### config.mk
export PLATFORM = sky130hd
export DESIGN_NAME = cfq_mult
export DESIGN_NICKNAME = d
export VERILOG_FILES = /design/src/rtl/cfq_mult.sv
export SDC_FILE = /design/constraint.sdc
export NUM_CORES = 1
export LEC_CHECK = 0
export CAP_MARGIN = 20
export CELL_PAD_IN_SITES_DETAIL_PLACEMENT = 1
export CELL_PAD_IN_SITES_GLOBAL_PLACEMENT = 1
export CORE_ASPECT_RATIO = 0.7
export CORE_MARGIN = 5
export CORE_UTILIZATION = 48
export DETAILED_ROUTE_END_ITERATION = 10
export PLACE_DENSITY_LB_ADDON = 0.1
export SLEW_MARGIN = 0
export SYNTH_ARGS = -nofsm -noshare
export SYNTH_HDL_FRONTEND = slang
export SYNTH_SLANG_ARGS = --single-unit
### constraint.sdc
create_clock -name clk -period 7.7 [get_ports clk]
set_input_delay 1.54 -clock clk [delete_from_list [all_inputs] [get_ports clk]]
set_output_delay 1.54 -clock clk [all_outputs]
set_load 0.05 [all_outputs]
### src/rtl/cfq_mult.sv
// cfq_mult: two-stage pipelined 8x4 multiplier; ports clk, rst (async active-low), a[7:0], b[3:0] -> out = P[7:0], c_out = {ext, P[11:8]}; define CFQ_SIGNED_EN for two's complement operands
module cfq_mult (
  input  logic       clk,
  input  logic       rst,
  input  logic [7:0] a,
  input  logic [3:0] b,
  output logic [7:0] out,
  output logic [7:0] c_out
);
  logic [7:0]  a_q;
  logic [3:0]  b_q;
  logic [11:0] ext;
  logic [11:0] pp [4];
  logic [11:0] pp_q [4];
  logic [11:0] p;
  logic [3:0]  hi;
`ifdef CFQ_SIGNED_EN
  assign ext = {{4{a[7]}}, a};
  assign hi  = {4{p[11]}};
`else
  assign ext = {4'b0, a};
  assign hi  = 4'b0;
`endif
  always_comb begin
    for (int i = 0; i < 4; i++) pp[i] = b[i] ? ext << i : '0;
`ifdef CFQ_SIGNED_EN
    pp[3] = b[3] ? -(ext << 3) : '0;
`endif
  end
  assign p = (a_q == '0 || b_q == '0) ? '0 : pp_q[0] + pp_q[1] + pp_q[2] + pp_q[3];
  always_ff @(posedge clk or negedge rst) begin
    if (!rst) begin
      a_q   <= '0;
      b_q   <= '0;
      pp_q  <= '{default: '0};
      out   <= '0;
      c_out <= '0;
    end else begin
      a_q   <= a;
      b_q   <= b;
      pp_q  <= pp;
      out   <= p[7:0];
      c_out <= {hi, p[11:8]};
    end
  end
endmodule

==> impl_metrics.toml, run 1 <==
[outcome]
outcome = "complete, no violations"

[logic_synthesis]
yosysWarnings = 0
yosysUniqueCellTypes = 26
syn_area_per_cell_um2 = 12.5
yosys.area.top_type = "dfrtp_1"
synthesis.area_mm2 = 0.00253
synth_edf_count = 0
synth_top_area_share_pct = 55.3
ys_seq_elements = 56
ys.flop_type = "dfrtp_1"
async_flop_share_pct = 100
yosysSeqAreaShare_pct = 55.3
syn_inst = 202
ys_top_cells_by_area = "dfrtp_1 (55%), fa_1 (10%), and2_1 (8.9%)"

[routing]
viasPerCell = 4.69
vias = 1440
antenna_left = 0
drt_first_pass_iters = 3
routed_wl_um = 4910
drc = 0
dr.first_iter.drc_count = 63
routedWlPerCell_um = 16.0

[sta]
max_freq_ghz = 0.323
setup_viol = 0
tightest_slew_ns = 0.689
relSlewSlack_pct = 54.0
finalCritPeriodShare_pct = 40.3
worst_slack_ns = 4.60
hold_violations = 0
setup_tns_ns = 0
fin_crit_ns = 3.10
drv_slew = 0
rsz0062_at_grt = "no"
clock_skew_ns = 0.00715
hold_slack_ns = 0.493

[placed_design]
place_ws_ns = 4.65
io_buffers = 25
dpl_cell_area_mm2 = 0.00286
dp_hpwl_um = 3870
gp_congestion = 0.794

[setup_path]
cpMaxStageDelayCell = "fa_1"
crit_path_start_kind = "flop"
setup.worst_path.end_class = "flop"
critPathRequiredTime_ns = 7.93
cp_num_buf_inv = 3
crit_fanout = 3
critPathArrivalTime_ns = 3.33
crit_family = "adder cells"
r2r_slack_ns = 4.60
slowest_delay_ns = 0.52
cp_cell_sequence = "inv_1, fa_1, fa_1, inv_1, ha_1, inv_1, fa_1, nor2b_4, o21a_1, o211a_4, o41ai_4, mux2i_1"
path_class = "reg -> reg"

[clocking]
cts_setup_buffers = 0
cts_hold_buf = 0
clkLatencyLatePin_ns = 0.31
cts_resized = 0
cts_htree_levels = 2
clk_pin_slew_ns = 0.10
cts.sinks = 56
cts.path.max_buffers = 2
clockRootBuffer = "clkbuf_8"
cts_made_buffers = 5
cts_tree = "built"

[power]
p_clk_share_pct = 22.6
leakagePower_uw = 0.00147
fin_total_pwr_uw = 720
comb_power_share_pct = 31.4
seqPwrFrac_pct = 46.0
switchingPower_uw = 250
peakVddDrop_uv = 123
powerDensity_mw_per_mm2 = 244
switching_share_pct = 34.8
intPower_uw = 470

[cells_and_area]
fillCellCount = 549
diodes = 0
layout-area-overhead-vs-synth_pct = 16.3
design_area_mm2 = 0.00295
layout.nets = 275
drive_above_1_share_pct = 5.96

[die]
die_h_um = 70.8
fp.dieArea_mm2 = 0.00685
core_mm2 = 0.00517
die_w_um = 96.8
ios = 30
floorplan.initialDensity_pct = 49.0
core.rowCount = 22

[grt]
grt_pass1_vias = 1678
grt_pass1_wl_um = 8220
grtUsageTotal_pct = 15.4
antenna_found_initial = 0
grt_overflow = 0
grt_max_degree = 57

[min_path]
hold_path.class = "reg -> reg"

[job]
drv_cap = 0
per-layer routing:
metal  vias up  part of all wire [%]  GRT usage (%)
li1        677                     -              -
met1       722                    43           19.3
met2        32                    50           27.0
met3         9                   4.6           3.65
met4         0                   1.4           4.52
met5         -                     0              0
layout by cell type (no fill, tap or decap), drive strengths merged:
| cell type | netlist | layout |
|---|---|---|
| nor2b | 2 | 2 |
| nand2 | 1 | 1 |
| a21oi | 2 | 2 |
| o41ai | 1 | 1 |
| xor2 | 3 | 3 |
| conb | 1 | 4 |
| buf | 4 | 2 |
| a211oi | 2 | 2 |
| o211a | 1 | 1 |
| nor3 | 4 | 4 |
| nor2 | 6 | 6 |
| inv | 38 | 39 |
| clkinvlp | 0 | 1 |
| a221oi | 1 | 1 |
| and3 | 1 | 1 |
| o21bai | 1 | 1 |
| and2 | 36 | 36 |
| mux2i | 1 | 1 |
| clkinv | 0 | 1 |
| nand2b | 2 | 2 |
| clkdlybuf4s50 | 0 | 24 |
| clkbuf | 0 | 5 |
| ha | 14 | 14 |
| a21o | 5 | 5 |
| dfrtp | 56 | 56 |
| nor4 | 3 | 3 |
| fa | 13 | 13 |
| o21ai | 2 | 2 |
| o21a | 2 | 2 |
power by group through the flow:
stage | combinational (µW) | sequential (µW) | clock (µW)
2_1_floorplan | 85.8 | 404 | 0
3_3_place_gp | 220 | 337 | 0
3_5_place_dp | 229 | 338 | 0
4_1_cts | 230 | 332 | 166
5_1_grt | 244 | 334 | 179
6_report | 226 | 331 | 163
Yosys cell counts, drive strengths merged (3+ instances only):
cell	count
inv	38
nor2	6
ha	14
fa	13
nor3	4
and2	36
buf	4
a21o	5
nor4	3
xor2	3
dfrtp	56
worst reg2reg max path, cell delays in order, from the launching register on:
cell and delay, ns:
dfrtp_1 0.34, inv_1 0.05, fa_1 0.49, fa_1 0.52
inv_1 0.05, ha_1 0.22, inv_1 0.08, fa_1 0.27
nor2b_4 0.07, o21a_1 0.19, o211a_4 0.25, o41ai_4 0.23
mux2i_1 0.24
path summary, 6_finish.rpt:
check / from / endpoint / cells after the start
worst max-delay path: pp_q[3]$_DFF_PN0_ / c_out[3]$_DFF_PN0_ / 12
worst min-delay path: pp_q[36]$_DFF_PN0_ / out[0]$_DFF_PN0_ / 1
worst max register to register: pp_q[3]$_DFF_PN0_ / c_out[3]$_DFF_PN0_ / 12
worst min register to register: pp_q[36]$_DFF_PN0_ / out[0]$_DFF_PN0_ / 1
max in group asynchronous: rst / out[3]$_DFF_PN0_ / 2
min in group asynchronous: rst / a_q[2]$_DFF_PN0_ / 2
cell type report:
| cell class | count | area, µm² | share of cell area (%) |
|---|---|---|---|
| clock buffers | 5 | 68.8 | 2.33 |
| clock inverters | 3 | 21.3 | 0.722 |
| inverters | 38 | 143 | 4.84 |
| multi-input cells | 107 | 971 | 32.9 |
| flip-flops and latches | 56 | 1400 | 47.5 |
| well taps | 72 | 90.1 | 3.06 |
| repair buffers | 26 | 253 | 8.57 |
sequential cells by signal (all words and copies together) (netlist names):
name,flops
out,8
b_q,4
c_out,4
pp_q,32
a_q,8
metrics by stage:
step | std cells | util (%)
floorplan | 205 | -
global placement | 299 | 55.2
detailed placement | 299 | 55.2
CTS | 307 | 57.0
global route | 307 | 57.0
finish | 307 | 57.0
kinds of logic after synthesis:
logic type,Yosys count,share of synthesized area (%)
buffers and inverters,42,6.81
other,1,0.148
adders and majority gates,27,17.2
muxes,1,0.395
xor gates and xnor gates,3,1.04
DFF,56,55.3
AOI/OAI and AO/OA,17,6.12
and+or+nand+nor,55,13.0
Note: power is estimated with default switching activity, not from simulation.
==> run 2, diff against run 1 <==
CORE_UTILIZATION = 40   (was 48)
clock period = 2.6 ns   (was 7.7 ns; I/O delays follow)
==> run 2 against run 1 <==
Compared with the run above: the run now ends with setup timing left; sequential share of layout area down 3.5 points; total power rose to 3.2 times the previous value; register-to-register slack worse by 4.9 ns; clock skew down 0.0034 ns; cell area up 8.0%; global-route usage down 2.3 points; critical endpoint unchanged; largest power group unchanged.
==> impl_metrics.toml, run 2 (same netlist as run 1, synthesis figures left out) <==
[outcome]
outcome = "finished with violations"
violations = "setup timing"

[power]
powerDensity_mw_per_mm2 = 718
leakagePower_uw = 0.00157
peakVddDrop_uv = 354

[clocking]
cts_htree_levels = 2
cts_hold_buf = 0
cts_tree = "built"
clkLatencyLatePin_ns = 0.30
cts.path.max_buffers = 2
clockRootBuffer = "clkbuf_8"
cts.sinks = 56
clk_pin_slew_ns = 0.10
cts_made_buffers = 5

[cells_and_area]
layout-area-overhead-vs-synth_pct = 25.6
fillCellCount = 646
multi_input_area_mm2 = 0.00106
layout.nets = 292
final_common_cell = "dfrtp_1"
final_cells = 330
reg.largest.list = "pp_q x32, a_q x8, out x8"
drive_above_1_share_pct = 19.8
regArea_mm2 = 0.00140
regMostFlops = "pp_q"
diodes = 0
utilization_pct = 51.5
mostFrequentLayoutCells = "dfrtp_1 (56), and2_1 (36), inv_1 (30)"
largest_register_ffs = 32

[setup_path]
reg2reg_from = "pp_q[15]$_DFF_PN0_"
critPathArrivalTime_ns = 3.13
setup.worst_path.end_class = "flop"
slowest_delay_ns = 0.49
regToRegEndpoint = "c_out[3]$_DFF_PN0_"
crit_path_start_kind = "flop"
cp_cell_sequence = "inv_1, fa_1, fa_1, inv_1, ha_2, inv_2, fa_2, nor2b_4, o21a_1, o211a_4, o41ai_4, mux2i_1"
r2r_cells = 12
path_class = "reg -> reg"
crit_fanout = 3
r2r_slack_ns = -0.31
cpMaxStageDelayCell = "fa_1"
endpoint = "c_out[3]$_DFF_PN0_"
critPathRequiredTime_ns = 2.83
cp-startpoint = "pp_q[15]$_DFF_PN0_"

[routing]
viasPerCell = 4.62
antenna_left = 0
dr.first_iter.drc_count = 30
routed_wl_um = 5230
routedWlPerCell_um = 15.8
drc = 0
vias = 1523
drt_first_pass_iters = 4

[sta]
clock_skew_ns = 0.00373
hold_violations = 0
max_freq_ghz = 0.344
tightest_slew_ns = 0.704
relSlewSlack_pct = 53.1
drv_slew = 0
rsz0062_at_grt = "yes"
worst_slack_ns = -0.309
fin_crit_ns = 2.91
setup_viol = 5
finalCritPeriodShare_pct = 112

[die]
die_w_um = 105
ios = 30
core.rowCount = 24
core_mm2 = 0.00619
die_h_um = 76.6
fp.dieArea_mm2 = 0.00805
floorplan.initialDensity_pct = 41.0

[grt]
use_met1_pct = 17.6
grt_pass1_wl_um = 8500
grtUsageTotal_pct = 13.2
grt.met2_usage_pct = 20.9
met3_usage_pct = 3.30
grt_max_degree = 32
grt_overflow = 0
busiest_layer = "met2"
antenna_found_initial = 0
grt_pass1_vias = 1700

[placed_design]
place_ws_ns = -0.304
dp.cells = 316
gp_congestion = 0.745
io_buffers = 25
dp_hpwl_um = 3680

[job]
drv_cap = 0

[min_path]
hold_path.class = "in -> async"
## run 2: changes by cell type in the layout (fill, tap and decap cells not counted), moves of 2 or more
cell	before	now
buf_4	1	16
buf_6	0	2
ha_1	14	10
ha_4	0	3
inv_1	38	30
inv_2	0	8
nor2_1	6	4
nor3_1	4	2
nor3_2	0	2
## run 2: through the flow
step	setup TNS (ns)	hold slack (ns)	power, µW	cell area (µm²)
5_1_grt	-2.12	0.296	2410	3180
3_3_place_gp	-0.667	0.432	1690	2950
2_1_floorplan	-0.281	0.224	1450	2550
6_report	-1.24	0.240	2280	3180
3_5_place_dp	-0.957	0.455	1710	2950
4_1_cts	-0.801	0.254	2260	3130
## run 2: worst max-delay path: cells and delay by family, from the launching register on
family,cells,cell delay (ns)
AOI/OAI and AO/OA,3,0.68
adders and majority gates,4,1.33
DFF,1,0.39
and+or+nand+nor,1,0.05
buffers and inverters,3,0.16
muxes,1,0.22
## run 2: what timing repair did
| item | CTS | global route |
|---|---|---|
| resized for setup | 13 | 9 |
| endpoints found under the setup margin | 6 | 6 |
| buffers inserted | 3 | 3 |
| pin swaps | 21 | 11 |
## run 2: routing by layer
layer	wire length, µm	part of all wire [%]	vias to the layer above
met5	0	0	-
met4	140	2.7	0
met3	222	4.2	10
met2	2470	47	33
met1	2400	46	771
li1	-	-	709
## run 2: report_power, final
group	internal (µW)	leakage, µW	total [µW]	switching (µW)
Combinational	321	0.000817	806	485
Sequential	958	0.000699	981	23.3
Clock	219	0.0000516	498	279
Total	1500	0.00157	2280	787
## run 2: cell type report
type	count	share of cell area [%]
Inverter	38	4.48
Clock buffer	6	2.59
Multi-Input combinational cell	107	33.2
Clock inverter	2	0.432
Timing Repair Buffer	43	12.2
Tap cell	78	3.07
Sequential cell	56	44.0
## run 2: worst min path at each step
stage | start | end | slack [ns] | cells after the start
floorplan | rst | a_q[0]$_DFF_PN0_ | 0.22 | 0
global placement | pp_q[36]$_DFF_PN0_ | out[0]$_DFF_PN0_ | 0.43 | 1
detailed placement | pp_q[36]$_DFF_PN0_ | out[0]$_DFF_PN0_ | 0.46 | 1
CTS | rst | b_q[3]$_DFF_PN0_ | 0.25 | 1
global route | rst | a_q[0]$_DFF_PN0_ | 0.30 | 1
finish | rst | a_q[0]$_DFF_PN0_ | 0.24 | 1
==> run 3, diff against run 2 <==
CORE_MARGIN = not set   (was 5)
==> run 3 against run 2 <==
Compared with the run above: clock power is 6.0% lower; maximum frequency grew 2.0%; worst hold slack improved by 0.090 ns; core utilization rose by 1.3 points; clock-buffer cell count is 1 higher; the flow still finishes with violations (setup timing); global-route usage grew 2.4 points.
==> impl_metrics.toml, run 3 (same netlist as run 1, synthesis figures left out) <==
[sta]
hold_violations = 0
drv_slew = 0
clock_skew_ns = 0.00680
fin_crit_ns = 2.85
max_freq_ghz = 0.351
worst_slack_ns = -0.252
relSlewSlack_pct = 55.0
hold_slack_ns = 0.330
rsz0062_at_grt = "yes"
finalCritPeriodShare_pct = 110
setup_tns_ns = -0.650
tightest_slew_ns = 0.675
setup_viol = 5

[routing]
routedWlPerCell_um = 13.9
dr.first_iter.drc_count = 62
drt_first_pass_iters = 3
drc = 0
viasPerCell = 4.52
antenna_left = 0
vias = 1456
routed_wl_um = 4460

[outcome]
outcome = "finished with violations"
violations = "setup timing"

[cells_and_area]
layout-area-overhead-vs-synth_pct = 22.8
largest_register_ffs = 32
fillCellCount = 618
drive_above_1_share_pct = 16.6
layout.nets = 287
mostFrequentLayoutCells = "dfrtp_1 (56), and2_1 (36), inv_1 (31)"
diodes = 0
reg.largest.list = "pp_q x32, a_q x8, out x8"
regMostFlops = "pp_q"
final_common_cell = "dfrtp_1"

[power]
seqPwrFrac_pct = 44.7
intPower_uw = 1450
p_clk_share_pct = 21.3
powerDensity_mw_per_mm2 = 704
leakagePower_uw = 0.00153
switching_share_pct = 34.0
comb_power_share_pct = 33.9
peakVddDrop_uv = 310
switchingPower_uw = 746

[setup_path]
cpMaxStageDelayCell = "fa_1"
crit_family = "adder cells"
crit_fanout = 3
setup.worst_path.end_class = "flop"
path_class = "reg -> reg"
slowest_delay_ns = 0.49
cp_cell_sequence = "inv_2, fa_1, fa_1, inv_1, ha_2, inv_2, fa_2, nor2b_4, o21a_1, o211a_4, o41ai_4, mux2i_1"
cp_num_buf_inv = 3
critPathRequiredTime_ns = 2.83
critPathArrivalTime_ns = 3.08
crit_path_start_kind = "flop"

[grt]
antenna_found_initial = 0
grt.met2_usage_pct = 26.8
grt_max_degree = 57
grt_overflow = 0
use_met1_pct = 20.5
grt_pass1_wl_um = 7790
grt_pass1_vias = 1576
grtUsageTotal_pct = 15.6
busiest_layer = "met2"
met3_usage_pct = 3.53

[clocking]
clk_pin_slew_ns = 0.10
clockRootBuffer = "clkbuf_8"
cts_hold_buf = 0
cts.path.max_buffers = 2
cts.sinks = 56
cts_tree = "built"
clkLatencyLatePin_ns = 0.30
cts_htree_levels = 2
cts_made_buffers = 5

[placed_design]
place_ws_ns = -0.275
gp_congestion = 0.691
dp_hpwl_um = 3380
io_buffers = 25

[die]
core.rowCount = 23
fp.dieArea_mm2 = 0.00666
ios = 30
floorplan.initialDensity_pct = 42.9
core_mm2 = 0.00590
die_w_um = 97.1
die_h_um = 68.6

[job]
drv_cap = 0

[min_path]
hold_path.class = "in -> async"
## run 3: area by class of cell
type	count	area [µm²]	area share [%]
multi-input combinational	107	1050	33.6
sequential	56	1400	45.0
clock inverter	1	8.76	0.281
inverter	38	143	4.58
clock buffer	7	76.3	2.45
timing repair buffer	38	343	11.0
tap	75	93.8	3.02
## run 3: layer usage
| metal | wire length [µm] | share of wire, % |
|---|---|---|
| met5 | 0 | 0 |
| met2 | 2030 | 45 |
| met4 | 36 | 0.81 |
| met1 | 2260 | 51 |
| met3 | 137 | 3.1 |
## run 3: path summary, 6_finish.rpt
kind | start | endpoint | slack [ns] | depth (start not counted)
worst max-delay path | pp_q[3]$_DFF_PN0_ | c_out[3]$_DFF_PN0_ | -0.25 | 12
worst min-delay path | rst | pp_q[36]$_DFF_PN0_ | 0.33 | 2
worst max register to register | pp_q[3]$_DFF_PN0_ | c_out[3]$_DFF_PN0_ | -0.25 | 12
worst min register to register | pp_q[36]$_DFF_PN0_ | out[0]$_DFF_PN0_ | 0.48 | 1
max in group asynchronous | rst | out[2]$_DFF_PN0_ | 1.82 | 2
min in group clk | pp_q[36]$_DFF_PN0_ | out[0]$_DFF_PN0_ | 0.48 | 1
## run 3: power by group through the flow
stage               sequential (µW)  combinational, µW  clock (µW)
floorplan                      1200                255           0
global placement                997                674           0
detailed placement              999                688           0
CTS                             982                734         489
global route                    991                808         524
finish                          980                744         468
## run 3: repair_timing
| item | in CTS | in global routing |
|---|---|---|
| setup buffers | 2 | 2 |
| resized for setup | 10 | 7 |
| hold endpoints to repair | 0 | 0 |
| pin swaps | 13 | 12 |
| setup endpoints to repair | 6 | 6 |
## run 3: through the flow
stage	instances	total power (µW)	cell area, µm²	utilization, %
after floorplan	205	1450	2550	-
after global placement	310	1670	2930	49.6
after detailed placement	310	1690	2930	49.6
after CTS	320	2200	3080	52.2
after global routing	322	2320	3110	52.7
final	322	2190	3110	52.7
